===== src/rtl/cpu_ctrl_core_if.sv =====
// Bus bundle between the CPU register file / control glue and cpu_ctrl_core.
// master drives opcode, operands and PC controls; slave returns ALU, PC and sequencer outputs.
interface cpu_ctrl_core_if;
    logic [7:0] opcode;
    logic [7:0] in_a;
    logic [7:0] in_b;
    logic       cin;
    logic       sub;
    logic [7:0] pc_in;
    logic       pc_en;
    logic       pc_load;
    logic [7:0] alu_out;
    logic       cout;
    logic       eq_zero;
    logic [7:0] pc_out;
    logic [3:0] cycle;
    logic [3:0] state;
    logic       jump_ok;

    modport master (
        output opcode, in_a, in_b, cin, sub,
        output pc_in, pc_en, pc_load,
        input  alu_out, cout, eq_zero,
        input  pc_out, cycle, state, jump_ok
    );

    modport slave (
        input  opcode, in_a, in_b, cin, sub,
        input  pc_in, pc_en, pc_load,
        output alu_out, cout, eq_zero,
        output pc_out, cycle, state, jump_ok
    );
endinterface


===== src/rtl/cpu_ctrl_core.sv =====
// Execution core of the 8-bit bus CPU: ALU, program counter and microcycle
// sequencer that maps (cycle, opcode) to one micro-state per clock.
// Ports: clk, reset (sync, active-high), bus (cpu_ctrl_core_if.slave):
//   in  opcode, in_a, in_b, cin, sub, pc_in, pc_en, pc_load
//   out alu_out, cout, eq_zero, pc_out, cycle, state, jump_ok
// Option: define CPU_CTRL_COND_JUMP_EN to let JEZ/JNZ test eq_zero;
//   otherwise only JMP asserts jump_ok.
module cpu_ctrl_core (
    input  logic                 clk,
    input  logic                 reset,
    cpu_ctrl_core_if.slave       bus
);

    localparam logic [7:0] OP_LDA = 8'h10;
    localparam logic [7:0] OP_ADD = 8'h20;
    localparam logic [7:0] OP_SUB = 8'h21;
    localparam logic [7:0] OP_STA = 8'h30;
    localparam logic [7:0] OP_OUT = 8'h40;
    localparam logic [7:0] OP_JMP = 8'h50;
    localparam logic [7:0] OP_JEZ = 8'h51;
    localparam logic [7:0] OP_JNZ = 8'h52;
    localparam logic [7:0] OP_HLT = 8'hFF;

    typedef enum logic [3:0] {
        ST_NEXT       = 4'd0,
        ST_FETCH_PC   = 4'd1,
        ST_FETCH_INST = 4'd2,
        ST_HALT       = 4'd3,
        ST_JUMP       = 4'd4,
        ST_OUT_A      = 4'd5,
        ST_RAM_A      = 4'd6,
        ST_RAM_B      = 4'd7,
        ST_ALU_OP     = 4'd8,
        ST_LOAD_ADDR  = 4'd9,
        ST_STORE_A    = 4'd10
    } state_t;

    logic [3:0] cycle;
    logic [3:0] cycle_nxt;
    state_t     state;
    logic [8:0] sum;
    logic [7:0] pc;
    logic       zero;
    logic       jump;

    always_ff @(posedge clk) begin
        if (reset) begin
            cycle <= 4'd0;
        end else begin
            cycle <= cycle_nxt;
        end
    end

    // Micro-state decode; opcode is not latched, the instruction
    // register upstream keeps it stable except during FETCH_INST.
    always_comb begin
        state     = ST_NEXT;
        cycle_nxt = cycle + 4'd1;
        if (cycle == 4'd0) begin
            state = ST_FETCH_PC;
        end else if (cycle == 4'd1) begin
            state = ST_FETCH_INST;
        end else begin
            case (bus.opcode)
                OP_LDA: begin
                    case (cycle)
                        4'd2:    state = ST_FETCH_PC;
                        4'd3:    state = ST_LOAD_ADDR;
                        4'd4:    state = ST_RAM_A;
                        default: state = ST_NEXT;
                    endcase
                end
                OP_ADD, OP_SUB: begin
                    case (cycle)
                        4'd2:    state = ST_FETCH_PC;
                        4'd3:    state = ST_LOAD_ADDR;
                        4'd4:    state = ST_RAM_B;
                        4'd5:    state = ST_ALU_OP;
                        default: state = ST_NEXT;
                    endcase
                end
                OP_STA: begin
                    case (cycle)
                        4'd2:    state = ST_FETCH_PC;
                        4'd3:    state = ST_LOAD_ADDR;
                        4'd4:    state = ST_STORE_A;
                        default: state = ST_NEXT;
                    endcase
                end
                OP_OUT: begin
                    if (cycle == 4'd2) begin
                        state = ST_OUT_A;
                    end
                end
                OP_JMP, OP_JEZ, OP_JNZ: begin
                    case (cycle)
                        4'd2:    state = ST_FETCH_PC;
                        4'd3:    state = ST_JUMP;
                        default: state = ST_NEXT;
                    endcase
                end
                OP_HLT:  state = ST_HALT;
                default: state = ST_NEXT;
            endcase
        end

        if (state == ST_NEXT) begin
            cycle_nxt = 4'd0;
        end else if (state == ST_HALT) begin
            cycle_nxt = cycle;
        end
    end

    // Subtract is a + ~b + 1, so cout is the inverted borrow.
    always_comb begin
        if (bus.sub) begin
            sum = {1'b0, bus.in_a} + {1'b0, ~bus.in_b} + 9'd1;
        end else begin
            sum = {1'b0, bus.in_a} + {1'b0, bus.in_b}
                + {8'd0, bus.cin};
        end
    end

    assign zero = (bus.in_a == 8'd0);

`ifdef CPU_CTRL_COND_JUMP_EN
    assign jump = (bus.opcode == OP_JMP)
                | ((bus.opcode == OP_JEZ) & zero)
                | ((bus.opcode == OP_JNZ) & ~zero);
`else
    assign jump = (bus.opcode == OP_JMP);
`endif

    always_ff @(posedge clk) begin
        if (reset) begin
            pc <= 8'd0;
        end else if (bus.pc_en) begin
            if (bus.pc_load) begin
                pc <= bus.pc_in;
            end else begin
                pc <= pc + 8'd1;
            end
        end
    end

    assign bus.alu_out = sum[7:0];
    assign bus.cout    = sum[8];
    assign bus.eq_zero = zero;
    assign bus.pc_out  = pc;
    assign bus.cycle   = cycle;
    assign bus.state   = state;
    assign bus.jump_ok = jump;

endmodule


===== src/flat_wrapper.sv =====
// flat-port wrapper written by rule: the top's interface ports become plain ports
module cpu_ctrl_core_flat 
  (clk, reset, bus_opcode, bus_in_a, bus_in_b, bus_cin, bus_sub, bus_pc_in, bus_pc_en, bus_pc_load, bus_alu_out, bus_cout, bus_eq_zero, bus_pc_out, bus_cycle, bus_state, bus_jump_ok);
  cpu_ctrl_core_if bus_i ();
  input  logic clk;
  input  logic reset;
  input wire logic [$bits(bus_i.opcode)-1:0] bus_opcode;
  input wire logic [$bits(bus_i.in_a)-1:0] bus_in_a;
  input wire logic [$bits(bus_i.in_b)-1:0] bus_in_b;
  input wire logic [$bits(bus_i.cin)-1:0] bus_cin;
  input wire logic [$bits(bus_i.sub)-1:0] bus_sub;
  input wire logic [$bits(bus_i.pc_in)-1:0] bus_pc_in;
  input wire logic [$bits(bus_i.pc_en)-1:0] bus_pc_en;
  input wire logic [$bits(bus_i.pc_load)-1:0] bus_pc_load;
  output wire logic [$bits(bus_i.alu_out)-1:0] bus_alu_out;
  output wire logic [$bits(bus_i.cout)-1:0] bus_cout;
  output wire logic [$bits(bus_i.eq_zero)-1:0] bus_eq_zero;
  output wire logic [$bits(bus_i.pc_out)-1:0] bus_pc_out;
  output wire logic [$bits(bus_i.cycle)-1:0] bus_cycle;
  output wire logic [$bits(bus_i.state)-1:0] bus_state;
  output wire logic [$bits(bus_i.jump_ok)-1:0] bus_jump_ok;
  assign bus_i.opcode = bus_opcode;
  assign bus_i.in_a = bus_in_a;
  assign bus_i.in_b = bus_in_b;
  assign bus_i.cin = bus_cin;
  assign bus_i.sub = bus_sub;
  assign bus_i.pc_in = bus_pc_in;
  assign bus_i.pc_en = bus_pc_en;
  assign bus_i.pc_load = bus_pc_load;
  assign bus_alu_out = bus_i.alu_out;
  assign bus_cout = bus_i.cout;
  assign bus_eq_zero = bus_i.eq_zero;
  assign bus_pc_out = bus_i.pc_out;
  assign bus_cycle = bus_i.cycle;
  assign bus_state = bus_i.state;
  assign bus_jump_ok = bus_i.jump_ok;
  cpu_ctrl_core u_core (.clk(clk), .reset(reset), .bus(bus_i));
endmodule

===== config.mk =====
export PLATFORM = sky130hd
export DESIGN_NAME = cpu_ctrl_core_flat
export DESIGN_NICKNAME = d
export VERILOG_FILES = /design/src/rtl/cpu_ctrl_core_if.sv /design/src/rtl/cpu_ctrl_core.sv /design/src/flat_wrapper.sv
export SDC_FILE = /design/constraint.sdc
export NUM_CORES = 1
export LEC_CHECK = 0
export BUFFER_PORTS_ARGS = -buffer_cell sky130_fd_sc_hd__buf_2
export CORE_ASPECT_RATIO = 1.75
export CORE_MARGIN = 10
export CORE_UTILIZATION = 50
export CTS_CLUSTER_DIAMETER = 80
export DETAILED_ROUTE_END_ITERATION = 8
export HOLD_SLACK_MARGIN = 0.02
export PLACE_DENSITY = 0.81
export SLEW_MARGIN = 20
export SYNTH_ARGS = -nofsm -noshare
export SYNTH_HDL_FRONTEND = slang
export SYNTH_SLANG_ARGS = --single-unit

===== constraint.sdc =====
create_clock -name clk -period 2.2 [get_ports clk]
set_input_delay 0 -clock clk [delete_from_list [all_inputs] [get_ports clk]]
set_output_delay 0 -clock clk [all_outputs]
set_load 0.05 [all_outputs]

== Word-level counts from Yosys, hierarchy flattened ==
Cells that the tools add are included.
Word-level totals
  flip-flop bits (word level): 12
  logic and storage cells: 40
Operators by class
  equal/unequal tests: 15
  bitwise gates (word level): 1
  mux-type cells: 10
  reduce and logical (&&, ||, !) cells: 6
  add/sub/neg operators: 6
Operator list (number)
  == test 8 x 7 -> 1 bit (second input constant): 4
  == test 8 x 6 -> 1 bit (second input constant): 3
  one-hot mux 4 bit (3 select lines): 2
  one-hot mux 4 bit (6 select lines): 1
  adder 8 x 8 -> 9 bit: 2
  one-hot mux 4 bit (4 select lines): 1
  == test 4 x 2 -> 1 bit (second input constant): 3
  adder 9 x 1 -> 9 bit: 1
  adder 9 x 1 -> 9 bit (second input constant): 1
  two-way mux 9 bit: 1
  adder 8 x 1 -> 8 bit (second input constant): 1
  == test 4 x 3 -> 1 bit (second input constant): 2
  == test 8 x 5 -> 1 bit (second input constant): 1
  == test 8 bit (second input constant): 1
  zero test 4 bit: 2
  zero test 8 bit: 1
  two-way mux 4 bit: 2
  two-way mux 8 bit: 1
  NOT 8 bit: 1
  one-hot mux 3 bit (2 select lines): 1
  adder 4 x 1 -> 4 bit (second input constant): 1
  == test 4 x 1 -> 1 bit (second input constant): 1
  OR reduction 2 bit: 2
  two-way mux 3 bit: 1
  OR reduction 3 bit: 1

== Depth between registers and ports, before layout ==
  depth in word-level cells: 7
  depth in mapped cells: 11
  depth with buffers taken out: 11

== Least setup slack after synthesis ==
OpenSTA, ideal clock, no wires.
  path kind: register to output
  from: reg u_core.cycle[0], in the netlist u_core.bus.cycle[0]
  to: out bus_state[3]
  cell stages (with the launch flop): 6
  data arrival time: 2.521 ns
  setup slack: -0.321 ns
  data required time: 2.200 ns
  cells stage by stage: dfxtp_1 > inv_1 > ha_1 > buf_1 > o21a_1 > nor3_1
Between the ends
  word-level cells in the longest chain between the ends: 5
RTL lines
  start, declared: RTL line cpu_ctrl_core.sv:38  | logic [3:0] cycle;
  start signal, assigned: RTL line cpu_ctrl_core.sv:50  | cycle <= cycle_nxt;
  == test 4 x 3 -> 1 bit (tied with other cells): RTL line cpu_ctrl_core.sv:74  | case (cycle)
  one-hot mux 4 bit (4 select lines) (tied with other cells): RTL line cpu_ctrl_core.sv:74
  one-hot mux 4 bit (6 select lines): RTL line cpu_ctrl_core.sv:64  | case (bus.opcode)
  two-way mux 4 bit: RTL line cpu_ctrl_core.sv:61  | end else if (cycle == 4'd1) begin
  two-way mux 4 bit (*): RTL line cpu_ctrl_core.sv:59  | if (cycle == 4'd0) begin
  end, declared: RTL line flat_wrapper.sv:20  | output wire logic [$bits(bus_i.state)-1:0] bus_state;
Every way passes the cells marked *; elsewhere a longest branch is shown, timed or not.

== Final worst setup path ==
  from: in bus_cin
  to: out bus_cout
Between the ends
  word-level cells in the longest chain between the ends: 2
RTL lines
  start, declared: RTL line flat_wrapper.sv:10  | input wire logic [$bits(bus_i.cin)-1:0] bus_cin;
  adder 9 x 1 -> 9 bit: RTL line cpu_ctrl_core.sv:120  | + {8'd0, bus.cin};
  two-way mux 9 bit: RTL line cpu_ctrl_core.sv:116  | if (bus.sub) begin
  end, declared: RTL line flat_wrapper.sv:16  | output wire logic [$bits(bus_i.cout)-1:0] bus_cout;
No other way between the ends.

==> run_results.csv <==
group,metric,value,unit
outcome,status,"completed",
logic_synthesis,synth_ff_type,"dfxtp_1",
grt,grt_max_degree,21,
logic_synthesis,synth_compound_area_frac,0.280,
floorplanning,die_area,6150,sq um
timing,setup_violations,0,
power_and_ir_drop,power_density,700,nW/um^2
grt,grt_antenna_before_repair,0,
clock_tree,post_cts_resized,0,
logic_synthesis,syn_area,1670,sq um
placed_design,globalplace.congestion,0.884,
clock_tree,clkSlewWorstSetupHoldPaths,50,ps
timing,fin_ws,178,ps
critical_path,path_cells,"buf_2 -> inv_1 -> fa_1 -> inv_1 -> fa_1 -> nand2b_1 -> a21oi_2 -> o21bai_1 -> a21oi_1 -> nor2_1 -> or3_1 -> a21oi_2 -> buf_6",
finish,area_growth,26.0,%
finish,fin_nets,344,
power_and_ir_drop,power_frac_comb,0.640,
logic_synthesis,muxShareOfSynthArea,0.0359,
logic_synthesis,ys_ff_latch,12,
finish,drive_above_1_share,0.291,
critical_path,r2r-start,"u_core.bus.cycle[0]$_SDFFE_PP0P_",
critical_path,cp_max_fo,2,
timing,hold_viol,0,
critical_path,crit_arrival,2020,ps
grt,grt_pass1_wl,7650,um
timing,post-route-period-util,0.919,
clock_tree,clkSinkCount,12,
power_and_ir_drop,internal_power,0.707,mW
clock_tree,numCtsBuffers,3,
power_and_ir_drop,switching_share,0.521,
detailed_routing,vias,1822,
min_path,hold_depth,2,
clock_tree,ctsRootBufferMaster,"clkbuf_8",
min_path,min_from,"reset",
clock_tree,clock_path_buffers,2,
placed_design,dp_hpwl,3950,um
timing,period_needed,2020,ps
detailed_routing,via_per_inst,5.61,
clock_tree,cts_hold_buffers,0,
logic_synthesis,ys_async_sr_fraction,0,
timing,holdWs,53.0,ps
timing,rsz0062_at_grt,"false",
floorplanning,die_h,96.5,um
critical_path,startpoint,"bus_cin",
floorplanning,row_count,27,
critical_path,reg2reg_to,"u_core.bus.cycle[2]$_SDFFE_PP0P_",
clock_tree,cts_tree,"done",
placed_design,pre_cts_ws,95.0,ps
power_and_ir_drop,pwr-share-seq,0.194,
critical_path,crit_path_top_delay_cell,"fa_1",
critical_path,cpPeakStageDelay,430,ps
timing,fmax,495,MHz
logic_synthesis,avgSynthCellArea,7.60,sq um
critical_path,crit_required,2200,ps
critical_path,cp_top_family,"adder cells",
power_and_ir_drop,p_clk_frac,0.166,
critical_path,cp-end-kind,"output port",
finish,instances_no_fill,325,
power_and_ir_drop,p_sw,0.768,mW
detailed_routing,drc_errors,0,
placed_design,port_buffers,64,
timing,finalClockSkew,4.06,ps
grt,grt_pass1_vias,1786,
grt,grtUsageTotal,0.147,
finish,utilization,0.663,
finish,num_antenna_cells,0,
timing,drv_slew,0,
critical_path,crit_buf_inv,4,
min_path,min_path_type,"in -> reg",
timing,tightest_slew,321,ps
detailed_routing,dr.pass1.iters,4,
critical_path,path_class,"in -> out",
detailed_routing,drtAntennaViolNets,0,
logic_synthesis,synth_cell_types,50,
timing,fin_tns_setup,0,ps
logic_synthesis,synthesis.nets,281,
detailed_routing,routedWlPerCell,14.3,um
grt,grt-ovfl-total,0,
clock_tree,clock_latency,250,ps
finish,final_cell_mix,"buf_2 (63), inv_1 (23), ha_1 (20)",
placed_design,dpl.cell_count,321,
critical_path,reg2reg_depth,8,
power_and_ir_drop,total_leakage_power,0.990,nW
detailed_routing,drt_iter0_drc,63,
logic_synthesis,synth_fa_ha_area_frac,0.192,
critical_path,cp-start-kind,"input port",
power_and_ir_drop,ir_worst_vdd,690,uV
floorplanning,io_pins,65,
logic_synthesis,synth_xor_xnor_area_share,0.0419,
logic_synthesis,yosysWarnings,0,
critical_path,r2r_setup_slack,180,ps
logic_synthesis,synth_top_family_by_area,"compound AO/OA/AOI/OAI gates",
logic_synthesis,seq_area_frac_synth,0.144,
floorplanning,core,3180,sq um
detailed_routing,wirelength,4640,um
logic_synthesis,synth_edf_count,0,
logic_synthesis,syn_inst,220,
floorplanning,start_util,0.526,
finish,final_common_cell,"buf_2",
clock_tree,post-cts-setup-buffers,0,
floorplanning,die_w,63.7,um
clock_tree,htreeDepth,1,
min_path,hold_end,"u_core.bus.pc_out[2]$_SDFFE_PP0P_",
logic_synthesis,synth-simple-area-share,0.240,
job,maxCapViolCount,0,
timing,max_slew_margin,0.784,
==> synth_stat cells, drive strengths merged, types with 3 or more instances <==
| cell | number | share of area |
|---|---|---|
| nand3 | 3 | 0.0090 |
| nand4 | 5 | 0.019 |
| ha | 20 | 0.15 |
| mux2i | 6 | 0.036 |
| xnor2 | 5 | 0.026 |
| nor2b | 3 | 0.011 |
| nor2 | 17 | 0.040 |
| o31ai | 4 | 0.018 |
| o21bai | 5 | 0.022 |
| fa | 3 | 0.036 |
| o21ai | 9 | 0.027 |
| inv | 23 | 0.052 |
| nor3b | 4 | 0.018 |
| clkbuf | 4 | 0.0090 |
| o211ai | 3 | 0.016 |
| nand2 | 15 | 0.034 |
| buf | 3 | 0.0067 |
| a22oi | 4 | 0.018 |
| or3 | 3 | 0.011 |
| a211oi | 5 | 0.022 |
| a21oi | 17 | 0.053 |
| a21o | 5 | 0.023 |
| nand2b | 7 | 0.026 |
| dfxtp | 12 | 0.14 |
| xor2 | 3 | 0.016 |
| nor3 | 6 | 0.021 |
==> state kept, by name (all words and copies together) (netlist names) <==
signal / count
u_core.bus.cycle: 4
u_core.bus.pc_out: 8
==> cells by family after synthesis <==
logic type,Yosys count
buffers and inverters,30
flip-flops,12
AO/OA/AOI/OAI,68
adder cells (fa/ha/maj),24
AND/OR/NAND/NOR,72
XOR/XNOR,8
multiplexers,6
==> cell type report <==
type                       instances  area [sq um]
timing repair buffer              65           334
multi-input combinational        178          1340
fill                             331          1070
tap                               43          53.8
sequential                        12           241
clock buffer                       4          55.1
inverter                          23          86.3
==> worst max path at each step <==
| stage | endpoint | cells after the start | slack [ps] |
|---|---|---|---|
| after global placement | bus_cout | 13 | 140 |
| after global routing | bus_cout | 13 | 3 |
| after detailed placement | bus_cout | 13 | 90 |
| after floorplan | u_core.bus.cycle[1]$_SDFFE_PP0P_ | 9 | 50 |
| final | bus_cout | 13 | 180 |
| after CTS | bus_cout | 13 | 90 |
==> power by group through the flow <==
stage	combinational (mW)	sequential [mW]	clock (mW)
after global routing	1.03	0.295	0.255
after detailed placement	0.940	0.290	0
after CTS	0.944	0.286	0.247
after floorplan	0.617	0.383	0
after global placement	0.926	0.289	0
final	0.943	0.286	0.245
==> routing by layer <==
metal  global-route usage  part of all wire
met1                0.145              0.39
met2                0.289              0.54
met3               0.0357             0.050
met4               0.0495             0.021
met5                    0                 0
==> metrics by stage <==
step           total power [mW]  cell area, sq um
6_report                   1.47              2110
5_1_grt                    1.58              2110
4_1_cts                    1.48              2100
3_5_place_dp               1.23              2040
3_3_place_gp               1.21              2040
2_1_floorplan              1.00              1690
No activity file was read; power rests on OpenSTA's default activity.
